==> config.mk <==
export PLATFORM = sky130hd
export DESIGN_NAME = dmem_arbiter_flat
export DESIGN_NICKNAME = d
export VERILOG_FILES = /design/src/rtl/dmem_arbiter_if.sv /design/src/rtl/dmem_arbiter.sv /design/src/flat_wrapper.sv
export SDC_FILE = /design/constraint.sdc
export NUM_CORES = 1
export LEC_CHECK = 0
export ABC_CLOCK_PERIOD_IN_PS = 1700
export CORE_AREA = 2 2 97 99
export CTS_CLUSTER_SIZE = 12
export DETAILED_ROUTE_END_ITERATION = 8
export DIE_AREA = 0 0 99 101
export HOLD_SLACK_MARGIN = 0.06
export PLACE_DENSITY = 0.73
export SKIP_CTS_REPAIR_TIMING = 1
export SYNTH_ARGS = -nofsm -noshare
export SYNTH_HDL_FRONTEND = slang
export SYNTH_SLANG_ARGS = --single-unit
==> constraint.sdc <==
create_clock -name clk -period 1.7 [get_ports clk]
set_input_delay 0.255 -clock clk [delete_from_list [all_inputs] [get_ports clk]]
set_output_delay 0.255 -clock clk [all_outputs]
set_load 0.03 [all_outputs]
==> src/rtl/dmem_arbiter_if.sv <==
// dmem_arbiter_if: core and loader request/return signals plus the memory-macro port
interface dmem_arbiter_if #(
   parameter int DATA_W = 32,
   parameter int ADDR_W = 9
);
   logic              core_req;
   logic              core_we;
   logic [ADDR_W-1:0] core_addr;
   logic [DATA_W-1:0] core_wdata;
   logic              core_gnt;
   logic              core_rvalid;
   logic [DATA_W-1:0] core_rdata;
   logic              core_stall;
   logic              ld_req;
   logic              ld_we;
   logic [ADDR_W-1:0] ld_addr;
   logic [DATA_W-1:0] ld_wdata;
   logic              ld_lock;
   logic              ld_gnt;
   logic              ld_rvalid;
   logic [DATA_W-1:0] ld_rdata;
   logic              mem_wr;
   logic              mem_rd;
   logic [ADDR_W-1:0] mem_addr;
   logic [DATA_W-1:0] mem_wr_data;
   logic [DATA_W-1:0] mem_rd_data;

   modport slave (
      input  core_req, core_we, core_addr, core_wdata,
      input  ld_req, ld_we, ld_addr, ld_wdata, ld_lock, mem_rd_data,
      output core_gnt, core_rvalid, core_rdata, core_stall,
      output ld_gnt, ld_rvalid, ld_rdata,
      output mem_wr, mem_rd, mem_addr, mem_wr_data
   );

   modport master (
      output core_req, core_we, core_addr, core_wdata,
      output ld_req, ld_we, ld_addr, ld_wdata, ld_lock, mem_rd_data,
      input  core_gnt, core_rvalid, core_rdata, core_stall,
      input  ld_gnt, ld_rvalid, ld_rdata,
      input  mem_wr, mem_rd, mem_addr, mem_wr_data
   );
endinterface

==> src/rtl/dmem_arbiter.sv <==
// dmem_arbiter: shares one data memory between core and loader with round-robin ties,
// a loader lock mode, tagged 1-cycle read return and a saturating core stall counter
module dmem_arbiter #(
   parameter int DATA_W = 32,
   parameter int ADDR_W = 9,
   parameter int CNT_W  = 16
) (
   input  logic             clk,
   input  logic             reset,
   dmem_arbiter_if.slave    bus,
   output logic [CNT_W-1:0] stall_cnt
);
   typedef enum logic {RR, LOCK} state_t;
   typedef enum logic [1:0] {NONE, CORE, LD} owner_t;

   state_t state, state_nx;
   owner_t rd_owner, rd_owner_nx;
   logic   last_ld;
   logic   core_gnt, ld_gnt;

   always_ff @(posedge clk or posedge reset) begin
      if (reset) begin
         state     <= RR;
         last_ld   <= 1'b1;
         rd_owner  <= NONE;
         stall_cnt <= '0;
      end else begin
         state    <= state_nx;
         rd_owner <= rd_owner_nx;
         if (core_gnt | ld_gnt) last_ld <= ld_gnt;
         if (bus.core_stall && !(&stall_cnt)) stall_cnt <= stall_cnt + CNT_W'(1);
      end
   end

   // Grants are forced low while reset is held so nothing reaches the memory
   always_comb begin
      core_gnt = 1'b0;
      ld_gnt   = 1'b0;
      if (!reset) begin
         if (state == LOCK && bus.ld_lock) begin
            ld_gnt = bus.ld_req;
         end else begin
            core_gnt = bus.core_req & (~bus.ld_req | last_ld);
            ld_gnt   = bus.ld_req & ~core_gnt;
         end
      end
      state_nx    = (bus.ld_lock && (state == LOCK || ld_gnt)) ? LOCK : RR;
      rd_owner_nx = (core_gnt & ~bus.core_we) ? CORE :
                    (ld_gnt & ~bus.ld_we)     ? LD   : NONE;
   end

   assign bus.core_gnt    = core_gnt;
   assign bus.ld_gnt      = ld_gnt;
   assign bus.core_stall  = bus.core_req & ~core_gnt;
   assign bus.mem_wr      = (core_gnt & bus.core_we) | (ld_gnt & bus.ld_we);
   assign bus.mem_rd      = (core_gnt & ~bus.core_we) | (ld_gnt & ~bus.ld_we);
   assign bus.mem_addr    = core_gnt ? bus.core_addr  : ld_gnt ? bus.ld_addr  : ADDR_W'(0);
   assign bus.mem_wr_data = core_gnt ? bus.core_wdata : ld_gnt ? bus.ld_wdata : DATA_W'(0);
   assign bus.core_rvalid = rd_owner == CORE;
   assign bus.ld_rvalid   = rd_owner == LD;
   assign bus.core_rdata  = (rd_owner == CORE) ? bus.mem_rd_data : DATA_W'(0);
   assign bus.ld_rdata    = (rd_owner == LD)   ? bus.mem_rd_data : DATA_W'(0);
endmodule

==> src/flat_wrapper.sv <==
// flat-port wrapper written by rule: the top's interface ports become plain ports
module dmem_arbiter_flat 
#(
   parameter int DATA_W = 32,
   parameter int ADDR_W = 9,
   parameter int CNT_W  = 16
)
  (clk, reset, stall_cnt, bus_core_req, bus_core_we, bus_core_addr, bus_core_wdata, bus_ld_req, bus_ld_we, bus_ld_addr, bus_ld_wdata, bus_ld_lock, bus_mem_rd_data, bus_core_gnt, bus_core_rvalid, bus_core_rdata, bus_core_stall, bus_ld_gnt, bus_ld_rvalid, bus_ld_rdata, bus_mem_wr, bus_mem_rd, bus_mem_addr, bus_mem_wr_data);
  dmem_arbiter_if #(.DATA_W(DATA_W), .ADDR_W(ADDR_W)) bus_i ();
  input  logic clk;
  input  logic reset;
  output logic [CNT_W-1:0] stall_cnt;
  input wire logic [$bits(bus_i.core_req)-1:0] bus_core_req;
  input wire logic [$bits(bus_i.core_we)-1:0] bus_core_we;
  input wire logic [$bits(bus_i.core_addr)-1:0] bus_core_addr;
  input wire logic [$bits(bus_i.core_wdata)-1:0] bus_core_wdata;
  input wire logic [$bits(bus_i.ld_req)-1:0] bus_ld_req;
  input wire logic [$bits(bus_i.ld_we)-1:0] bus_ld_we;
  input wire logic [$bits(bus_i.ld_addr)-1:0] bus_ld_addr;
  input wire logic [$bits(bus_i.ld_wdata)-1:0] bus_ld_wdata;
  input wire logic [$bits(bus_i.ld_lock)-1:0] bus_ld_lock;
  input wire logic [$bits(bus_i.mem_rd_data)-1:0] bus_mem_rd_data;
  output wire logic [$bits(bus_i.core_gnt)-1:0] bus_core_gnt;
  output wire logic [$bits(bus_i.core_rvalid)-1:0] bus_core_rvalid;
  output wire logic [$bits(bus_i.core_rdata)-1:0] bus_core_rdata;
  output wire logic [$bits(bus_i.core_stall)-1:0] bus_core_stall;
  output wire logic [$bits(bus_i.ld_gnt)-1:0] bus_ld_gnt;
  output wire logic [$bits(bus_i.ld_rvalid)-1:0] bus_ld_rvalid;
  output wire logic [$bits(bus_i.ld_rdata)-1:0] bus_ld_rdata;
  output wire logic [$bits(bus_i.mem_wr)-1:0] bus_mem_wr;
  output wire logic [$bits(bus_i.mem_rd)-1:0] bus_mem_rd;
  output wire logic [$bits(bus_i.mem_addr)-1:0] bus_mem_addr;
  output wire logic [$bits(bus_i.mem_wr_data)-1:0] bus_mem_wr_data;
  assign bus_i.core_req = bus_core_req;
  assign bus_i.core_we = bus_core_we;
  assign bus_i.core_addr = bus_core_addr;
  assign bus_i.core_wdata = bus_core_wdata;
  assign bus_i.ld_req = bus_ld_req;
  assign bus_i.ld_we = bus_ld_we;
  assign bus_i.ld_addr = bus_ld_addr;
  assign bus_i.ld_wdata = bus_ld_wdata;
  assign bus_i.ld_lock = bus_ld_lock;
  assign bus_i.mem_rd_data = bus_mem_rd_data;
  assign bus_core_gnt = bus_i.core_gnt;
  assign bus_core_rvalid = bus_i.core_rvalid;
  assign bus_core_rdata = bus_i.core_rdata;
  assign bus_core_stall = bus_i.core_stall;
  assign bus_ld_gnt = bus_i.ld_gnt;
  assign bus_ld_rvalid = bus_i.ld_rvalid;
  assign bus_ld_rdata = bus_i.ld_rdata;
  assign bus_mem_wr = bus_i.mem_wr;
  assign bus_mem_rd = bus_i.mem_rd;
  assign bus_mem_addr = bus_i.mem_addr;
  assign bus_mem_wr_data = bus_i.mem_wr_data;
  dmem_arbiter #(.DATA_W(DATA_W), .ADDR_W(ADDR_W), .CNT_W(CNT_W)) u_core (.clk(clk), .reset(reset), .bus(bus_i), .stall_cnt(stall_cnt));
endmodule
==> run metrics <==
failing checks setup timing; worst-margin pin slew about 360 ps; most common cell in the synthesized netlist and2_1; YS warnings 0; Syn Inst Count 212; DR pass1 iterations 4; core area 8980 µm²; number of buffers created by CTS 3; Reg clk slew, reported paths 80 ps; Worst Reg-to-Reg Cells 9; die area 10000 µm²; CTS Sinks 20; mux share of post-synthesis cell area 0.00598; critical path class reg -> out; Area Overhead vs Synth 175%; FF-to-FF Start u_core.last_ld; clock buffer depth 2; fmax roughly 450 MHz; Synth Flop Type dfrtp_1; Crit Path Max Fanout 10; IO Pins around 250; Final Max Tran Viols 0; std cell rows 35; main combinational cell family by area after synthesis simple AND/OR/NAND/NOR gates; Final min period 2220 ps; nets@finish 603; sequential area share after synthesis 0.266; Synth area leaders dfrtp_1, and2_1, a22o_1; final core occ 0.576; Setup WS post-layout -517 ps; Die Ht 101 µm; DP Wirelength between 7000 and 8000 µm; vias in the first global route around 2600; Final Setup Violations 61; first-pass GRT wire length 12200 µm; Starting DRT DRC Count 49; PwrDens a little under 600 nW/µm²; Clock Tree Root clkbuf_8; RSZ-0062 raised after global routing yes; Mean Syn Cell Area 8.89 µm²; global route overflow 0; Synth Area in Compound Gates 0.220; Synth Area in Adders 0.00664; status complete, but fails checks; Relative slew margins 0.758; Synth Area in XOR/XNOR 0.0697; Req. time, crit path 1440 ps; CTS tree done; Post-Route Setup TNS -23410 ps; Routed WL between 9000 and 10000 µm; Die W 99 µm; total track usage 0.147; dpl ws -430 ps; H-tree Lvls 1; Skew-Pair Late Insertion Delay approximately 260 ps; starting density of the core 0.210; Startpoint Class flop; ANT nets after route 0; RR Endpoint u_core.stall_cnt[13]; worst min path class in -> async; post-synth cell types 37; Max rail drop VDD ~0.7 mV; share of post-route cells with drive strength above 1 0.458; ant diodes 0; CP Capture Type output pin; vias 2717; reg-to-reg slack, setup -200 ps; Residual DRC 0; largest net degree at the start of global routing 43; Synth Register Bits 20; Syn Std Cell Area 1880 µm²; syn_nets between 300 and 400; Commonest cells post-synth and2_1, a22o_1, dfrtp_1; post-synth top area cell dfrtp_1; initial antenna violation count 0; top-area cell type share of the netlist area 0.252; EDFF count, synth 0; GP Congestion 0.803; vias per cell between 4 and 5; final hold violation count 0; clock skew 7.46 ps; Final Cycle Share 1.30; post-synthesis simple-gate area fraction 0.380; leak pwr roughly 2.4 nW; max_cap viols 0; Port Buffers 248; wire length per cell ~16 µm; critical path arrival 1960 ps; ys async rst share 1.00
cells by family after synthesis:
| group | Yosys count |
|---|---|
| fa+ha+maj | 1 |
| simple gates | 108 |
| buf+inv | 21 |
| flops | 20 |
| xor+xnor | 15 |
| compound gates | 46 |
| mux | 1 |
worst max path at each step:
stage / start / to / slack (ps) / cells after the start
6_report: u_core.last_ld / bus_mem_wr_data[3] / -520 / 6
5_1_grt: u_core.last_ld / bus_mem_wr_data[3] / -580 / 6
3_3_place_gp: bus_ld_lock / bus_mem_addr[0] / -390 / 6
3_5_place_dp: bus_ld_lock / bus_mem_wr_data[9] / -430 / 6
2_1_floorplan: u_core.last_ld / bus_mem_wr_data[10] / -180 / 4
4_1_cts: u_core.last_ld / bus_mem_wr_data[9] / -550 / 5
state kept, by name, summed over array words and instances, names as in the netlist:
| register | cells |
|---|---|
| u_core.rd_owner | 2 |
| u_core.stall_cnt | 16 |
| u_core.state | 1 |
| u_core.last_ld | 1 |
area by class of cell:
| type | count | area (µm²) |
|---|---|---|
| fill | 775 | 3800 |
| timing repair buffer | 280 | 2810 |
| multi-input combinational | 171 | 1650 |
| sequential | 20 | 507 |
| tap | 111 | 139 |
| clock buffer | 4 | 55.1 |
| inverter | 5 | 18.8 |
per-layer routing:
metal  GRT usage  part of all wire
met1       0.171              0.36
met2       0.273              0.53
met3      0.0381             0.096
met4      0.0253             0.015
met5           0                 0
stage by stage:
step	hold WS, ps	power, mW	cell area, µm²	std cells
floorplan	218	1.56	2010	212
CTS	488	2.78	4560	577
detailed placement	480	2.41	4500	573
global placement	472	2.39	4500	573
global route	273	3.17	5170	591
finish	249	3.02	5170	591
power breakdown:
group | total [mW] | switching [mW] | internal, mW
clock | 0.369 | 0.163 | 0.206
combinational | 1.93 | 0.935 | 0.993
sequential | 0.723 | 0.131 | 0.592
critical path, cell delays in order, from the launching register on:
cell and delay [ps]:
dfstp_2 570, and2b_2 250, nor4b_4 250, buf_6 190, clkbuf_16 170, a22o_2 150, buf_6 130
placed cells by master, fill, tap and decap left out, types with 2 or more instances in the layout:
cell             synthesis  routed
buf_12                   0       9
nor4b_4                  1       2
nand2_1                  5       4
a22o_4                   0      23
buf_8                    0       2
dfrtp_1                 19      15
dfrtp_2                  0       4
nand3_1                  5       5
inv_1                    5       5
nand4_1                  2       2
a22o_2                   0      19
and2_1                  65      65
xor2_1                  13      13
clkbuf_8                 0       4
xnor2_1                  2       2
dlymetal6s2s_1           0       5
buf_6                    1      41
nor4_4                   0       5
clkdlybuf4s50_1          0     131
buf_4                    1      88
nor4_2                   4       5
and3_1                   2       2
clkbuf_16                0       4
nor2b_1                  4       3
Power figures use the tool's default switching activity.
